$ cat src/rtl/knight_cmd_link.sv
// Knight-side UART endpoint: 8N1 receiver, high/low byte-pair command assembler
// and 8N1 response transmitter, with independent RX and TX paths.
//
// state         | meaning
// RX_IDLE       | line idle, waiting for a falling edge
// RX_START      | half-bit wait to confirm the start bit
// RX_DATA       | sampling 8 data bits, LSB first
// RX_STOP       | sampling the stop bit
// ASM_WAIT_HI   | waiting for the command high byte
// ASM_WAIT_LO   | high byte held, waiting for the low byte under timeout
// TX_IDLE       | TX high, waiting for trmt
// TX_XMIT       | shifting out start, 8 data and stop bits
module knight_cmd_link #(
  parameter int BAUD_DIV = 2604,
  parameter int BYTE_TMO = 2**20
) (
  input  logic        clk,
  input  logic        rst,
  input  logic        RX,
  output logic        TX,
  output logic [15:0] cmd,
  output logic        cmd_rdy,
  input  logic        clr_cmd_rdy,
  input  logic [7:0]  resp,
  input  logic        trmt,
  output logic        tx_busy,
  output logic        tx_done,
  output logic        frm_err,
  output logic        overrun
);

  localparam int BW = $clog2(BAUD_DIV);
  localparam int TW = $clog2(BYTE_TMO + 1);
  localparam logic [BW-1:0] BAUD_LAST = BW'(BAUD_DIV - 1);
  localparam logic [BW-1:0] HALF_LAST = BW'(BAUD_DIV / 2 - 1);
  localparam logic [TW-1:0] TMO_LOAD  = TW'(BYTE_TMO);

  localparam logic [1:0] RX_IDLE  = 2'd0;
  localparam logic [1:0] RX_START = 2'd1;
  localparam logic [1:0] RX_DATA  = 2'd2;
  localparam logic [1:0] RX_STOP  = 2'd3;

  localparam logic [0:0] ASM_WAIT_HI = 1'b0;
  localparam logic [0:0] ASM_WAIT_LO = 1'b1;

  localparam logic [0:0] TX_IDLE = 1'b0;
  localparam logic [0:0] TX_XMIT = 1'b1;

  logic          rx_meta, rx_sync, rx_prev;
  logic [1:0]    rx_state;
  logic [BW-1:0] rx_baud;
  logic [2:0]    rx_bit;
  logic [7:0]    rx_shift;
  logic          rx_fall, stop_smp, byte_vld, byte_bad;

  logic [0:0]    asm_state;
  logic [7:0]    hi_byte;
  logic [TW-1:0] tmo_cnt;

  logic [0:0]    tx_state;
  logic [BW-1:0] tx_baud;
  logic [3:0]    tx_bit;
  logic [8:0]    tx_shift;

  // Sync flops reset high so a reset never looks like a start-bit edge
  always_ff @(posedge clk) begin
    if (rst) begin
      rx_meta <= 1'b1;
      rx_sync <= 1'b1;
      rx_prev <= 1'b1;
    end else begin
      rx_meta <= RX;
      rx_sync <= rx_meta;
      rx_prev <= rx_sync;
    end
  end

  assign rx_fall  = rx_prev & ~rx_sync;
  assign stop_smp = (rx_state == RX_STOP) && (rx_baud == BAUD_LAST);
  assign byte_vld = stop_smp & rx_sync;
  assign byte_bad = stop_smp & ~rx_sync;

  always_ff @(posedge clk) begin
    if (rst) begin
      rx_state <= RX_IDLE;
      rx_baud  <= '0;
      rx_bit   <= '0;
      rx_shift <= '0;
      frm_err  <= 1'b0;
    end else begin
      frm_err <= byte_bad;
      case (rx_state)
        RX_IDLE: begin
          rx_baud <= '0;
          rx_bit  <= '0;
          if (rx_fall) rx_state <= RX_START;
        end
        RX_START: begin
          if (rx_baud == HALF_LAST) begin
            rx_baud  <= '0;
            rx_state <= rx_sync ? RX_IDLE : RX_DATA;
          end else begin
            rx_baud <= rx_baud + 1'b1;
          end
        end
        RX_DATA: begin
          if (rx_baud == BAUD_LAST) begin
            rx_baud  <= '0;
            rx_shift <= {rx_sync, rx_shift[7:1]};
            rx_bit   <= rx_bit + 1'b1;
            if (rx_bit == 3'd7) rx_state <= RX_STOP;
          end else begin
            rx_baud <= rx_baud + 1'b1;
          end
        end
        RX_STOP: begin
          if (rx_baud == BAUD_LAST) begin
            rx_baud  <= '0;
            rx_state <= RX_IDLE;
          end else begin
            rx_baud <= rx_baud + 1'b1;
          end
        end
        default: rx_state <= RX_IDLE;
      endcase
    end
  end

  // Completion is written after the clear so it wins on a same-cycle ack
  always_ff @(posedge clk) begin
    if (rst) begin
      asm_state <= ASM_WAIT_HI;
      hi_byte   <= '0;
      tmo_cnt   <= '0;
      cmd       <= '0;
      cmd_rdy   <= 1'b0;
      overrun   <= 1'b0;
    end else begin
      overrun <= 1'b0;
      if (clr_cmd_rdy) cmd_rdy <= 1'b0;
      case (asm_state)
        ASM_WAIT_HI: begin
          if (byte_vld) begin
            hi_byte   <= rx_shift;
            tmo_cnt   <= TMO_LOAD;
            asm_state <= ASM_WAIT_LO;
          end
        end
        ASM_WAIT_LO: begin
          if (byte_vld) begin
            cmd       <= {hi_byte, rx_shift};
            cmd_rdy   <= 1'b1;
            overrun   <= cmd_rdy;
            asm_state <= ASM_WAIT_HI;
          end else if (byte_bad || (tmo_cnt == '0)) begin
            asm_state <= ASM_WAIT_HI;
          end else begin
            tmo_cnt <= tmo_cnt - 1'b1;
          end
        end
        default: asm_state <= ASM_WAIT_HI;
      endcase
    end
  end

  // tx_shift holds the bits still to send after the current one, stop bit on top
  always_ff @(posedge clk) begin
    if (rst) begin
      tx_state <= TX_IDLE;
      tx_baud  <= '0;
      tx_bit   <= '0;
      tx_shift <= '1;
      TX       <= 1'b1;
      tx_busy  <= 1'b0;
      tx_done  <= 1'b0;
    end else begin
      tx_done <= 1'b0;
      case (tx_state)
        TX_IDLE: begin
          if (trmt) begin
            tx_shift <= {1'b1, resp};
            TX       <= 1'b0;
            tx_busy  <= 1'b1;
            tx_baud  <= '0;
            tx_bit   <= '0;
            tx_state <= TX_XMIT;
          end
        end
        TX_XMIT: begin
          if (tx_baud == BAUD_LAST) begin
            tx_baud <= '0;
            if (tx_bit == 4'd9) begin
              TX       <= 1'b1;
              tx_busy  <= 1'b0;
              tx_done  <= 1'b1;
              tx_state <= TX_IDLE;
            end else begin
              TX       <= tx_shift[0];
              tx_shift <= {1'b1, tx_shift[8:1]};
              tx_bit   <= tx_bit + 1'b1;
            end
          end else begin
            tx_baud <= tx_baud + 1'b1;
          end
        end
        default: tx_state <= TX_IDLE;
      endcase
    end
  end

endmodule

$ cat config.mk
export PLATFORM = sky130hd
export DESIGN_NAME = knight_cmd_link
export DESIGN_NICKNAME = d
export VERILOG_FILES = /design/src/rtl/knight_cmd_link.sv
export SDC_FILE = /design/constraint.sdc
export NUM_CORES = 1
export LEC_CHECK = 0
export CORE_MARGIN = 5
export CORE_UTILIZATION = 25
export DETAILED_ROUTE_END_ITERATION = 7
export SKIP_LAST_GASP = 1
export SLEW_MARGIN = 20
export SYNTH_ARGS = -nofsm -noshare
export SYNTH_HDL_FRONTEND = slang
export SYNTH_SLANG_ARGS = --single-unit
export TNS_END_PERCENT = 100
$ cat constraint.sdc
create_clock -name clk -period 3.14 [get_ports clk]
set_input_delay 0.471 -clock clk [delete_from_list [all_inputs] [get_ports clk]]
set_output_delay 0.471 -clock clk [all_outputs]
set_load 0.03 [all_outputs]
==> results.txt <==
Status: complete, no violations
Max IR drop VDD: 0.2433 mV
Drt pass-1 iters: 4
Crit share post-route: 81.36%
WHS Path Cells: 2
Worst path max stage delay: 420 ps
Critical R2R Capture: tmo_cnt[15]
Crit path kind: reg -> reg
Routed len/inst: 12.25 um
Ports: 35
Total CTS buffers: 9
Total grt overflow: 0
Drt total wl: 9714 um
CTS Sinks: 105
CP max FO: 27
Clock Latency Late Sink: 350 ps
Post-Syn Nets: 551
Dpl hpwl: 6554 um
Largest area contributor in the synthesized netlist: dfxtp_1
Final Non-Filler Cells: 793
Input/output buffers: 34
Fraction of layout cells with a size suffix above 1: 10.55%
RR Startpoint: rx_baud[0]
Worst Hold Endpoint: rx_state[0]
Async set-reset flop share out of synthesis: 0%
Setup TNS: 0 ps
Nets: 576
Leading post-synthesis cells by cell area: dfxtp_1 (44%), mux2i_1 (9.2%), nor2_1 (4.7%)
Hold_buf cts: 0
Synth unique cells: 53
Max-cap viol count: 0
Setup crit end kind: register
Dpl cell area: 5368 um^2
Cell area after layout: 5664 um^2
Area growth syn-to-layout: 18.35%
Largest net degree at the start of global routing: 38
GRT Util Overall: 9.400%
Postcts setup bufs: 0
Synthesized cell area: 4786 um^2
Worst setup SP type: register
# placed instances: 777
Die area: 22010 um^2
Sequential fraction of the synthesis area: 43.92%
Std-Cell Rows: 50
GPL Wtd Cong: 0.7653
Period minus WS final: 2555 ps
Pwr/cell area: 454.5 nW/um^2
FMAX: 391.5 MHz
Worst slew margin: 45.33%
Antenna diode count: 0
CTS root buf: clkbuf_16
Starting Density: 25.50%
Clock slew at reported path FFs: 70 ps
DRC: 0
Slowest cell on crit path: or4_1
CTS max path bufs: 2
Number of synthesized flops with an enable pin: 0
Clock Skews: 10.97 ps
Area share of the largest cell type after synthesis: 43.92%
H-tree Lvls: 3
Die H: 148.4 um
CP top delay family: simple AND/OR/NAND/NOR gates
Worst hold path class: in -> reg
Final Hold Viols: 0
Core area: 18770 um^2
Synth Area per Inst: 9.047 um^2
Initial DRC count: 190
Die width: 148.4 um
RSZ-0062 raised after global routing: false
CP required: 3420 ps
Arrival time worst endpoint: 2830 ps
Pleak: 1.961 nW
CTS tree: yes
Least-Margin Pin Slew: 817.1 ps
Final core occ: 30.18%
First-pass GRT wire length: 17510 um
Crit path buf inv count: 1
Initial antenna violation count: 0
Worst R2R Setup Slack: 590 ps
Vias in the first global route: 3676
Hold Startpoint: rst
Post-DRT Antenna Nets: 0
Synth Register Bits: 105
Vias/cell: 4.718
# resized after CTS: 0
Final setup viols: 0
Max Slew Vio Count: 0
Crit-path cells: ha_1 > nand4bb_1 > or3_1 > or4_1 > buf_4 > a2111oi_2 > mux2i_1
Ys flop type: dfxtp_1
Hold_ws: 414.1 ps
Routed via count: 3741
Reg2Reg Depth: 7
Synth Instances: 529
YS warnings: 0
[metal layers]
| metal | global-route usage, % | wire length, um | vias to the layer above |
|---|---|---|---|
| li1 | - | - | 1942 |
| met1 | 12.83 | 4911 | 1736 |
| met2 | 14.78 | 4348 | 51 |
| met3 | 1.371 | 265 | 12 |
| met4 | 4.157 | 189 | 0 |
| met5 | 0 | 0 | - |
[cell type report]
type | instances | area, um^2
Tap cell | 234 | 292.8
Sequential cell | 105 | 2102
Timing Repair Buffer | 46 | 425.4
Clock buffer | 10 | 239.0
Multi-Input combinational cell | 381 | 2506
Fill cell | 2010 | 13100
Clock inverter | 6 | 57.56
Inverter | 11 | 41.29
[logic make-up after synthesis]
kind of cell,count (synthesis),share of synthesized area (%)
compound gates,83,11.84
simple gates,226,24.78
fa+ha+maj,9,2.353
flops,105,43.92
xor+xnor,10,1.830
mux,53,11.32
buf+inv,43,3.947
[cells in the final DEF, fill, tap and decap left out, types with 9 or more instances in the layout]
cell / Yosys / final
buf_4: 2 / 12
inv_1: 11 / 11
or3_1: 21 / 21
ha_1: 9 / 9
nand2_1: 59 / 59
nand3_1: 13 / 13
or4_1: 12 / 12
o21ai_0: 14 / 14
a21oi_1: 32 / 32
dfxtp_1: 105 / 105
mux2i_1: 44 / 44
clkdlybuf4s50_1: 0 / 33
clkbuf_16: 0 / 9
mux2_2: 9 / 9
nor2_1: 60 / 60
[synthesized netlist by cell type, types with 3 or more instances]
cell and instances:
ha_1 9, xor2_1 6, inv_1 11, nand3b_1 4, nor2_1 60, or3_1 21
nor4_1 5, or2_2 6, nand4b_1 4, xnor2_1 4, nand4_1 6, nor2b_1 6
mux2i_1 44, dfxtp_1 105, a21oi_1 32, clkbuf_1 23, a22oi_1 4, a211oi_1 4
nor3b_1 4, nor3_1 6, o31ai_1 3, nand3_1 13, and3_1 4, buf_2 4
o21ai_0 14, nand2_1 59, a31oi_1 6, mux2_2 9, a311oi_1 3, or4_1 12
nand4bb_1 3, o41ai_1 3
[sequential cells by signal, summed over array words and instances, names as in the netlist, named ones only]
| signal | count |
|---|---|
| overrun | 1 |
| tx_state | 1 |
| rx_shift | 8 |
| hi_byte | 8 |
| tx_baud | 12 |
| tmo_cnt | 21 |
| tx_done | 1 |
| rx_bit | 3 |
| rx_state | 1 |
| tx_shift | 8 |
| rx_sync | 1 |
| tx_bit | 4 |
| frm_err | 1 |
| rx_baud | 12 |
| asm_state | 1 |
| TX | 1 |
| cmd_rdy | 1 |
| rx_prev | 1 |
| cmd | 16 |
| rx_meta | 1 |
| tx_busy | 1 |
[metrics by stage]
| step | worst slack, ps | total power, W |
|---|---|---|
| after detailed placement | 607.6 | 0.001505 |
| after global placement | 659.5 | 0.001506 |
| after CTS | 585.7 | 0.002625 |
| final | 585.4 | 0.002575 |
| after global routing | 397.9 | 0.002676 |
| after floorplan | 834.9 | 0.001461 |
[how the worst max path moves through the flow]
| stage | end | slack (ps) | from | cells past startpoint |
|---|---|---|---|---|
| after floorplan | rx_shift[0] | 830 | rx_baud[0] | 8 |
| final | tmo_cnt[15] | 590 | rx_baud[0] | 7 |
| after detailed placement | tmo_cnt[15] | 610 | rx_baud[0] | 7 |
| after global placement | tmo_cnt[15] | 660 | rx_baud[0] | 7 |
| after CTS | tmo_cnt[15] | 590 | rx_baud[0] | 7 |
| after global routing | tmo_cnt[15] | 400 | rx_baud[0] | 7 |
[power breakdown]
part           switching (W)  internal [W]  total, W
registers         0.00000905       0.00134   0.00135
logic              0.0000658     0.0000536  0.000119
clock network       0.000523      0.000580   0.00110
(Power assumes the default switching activity.)
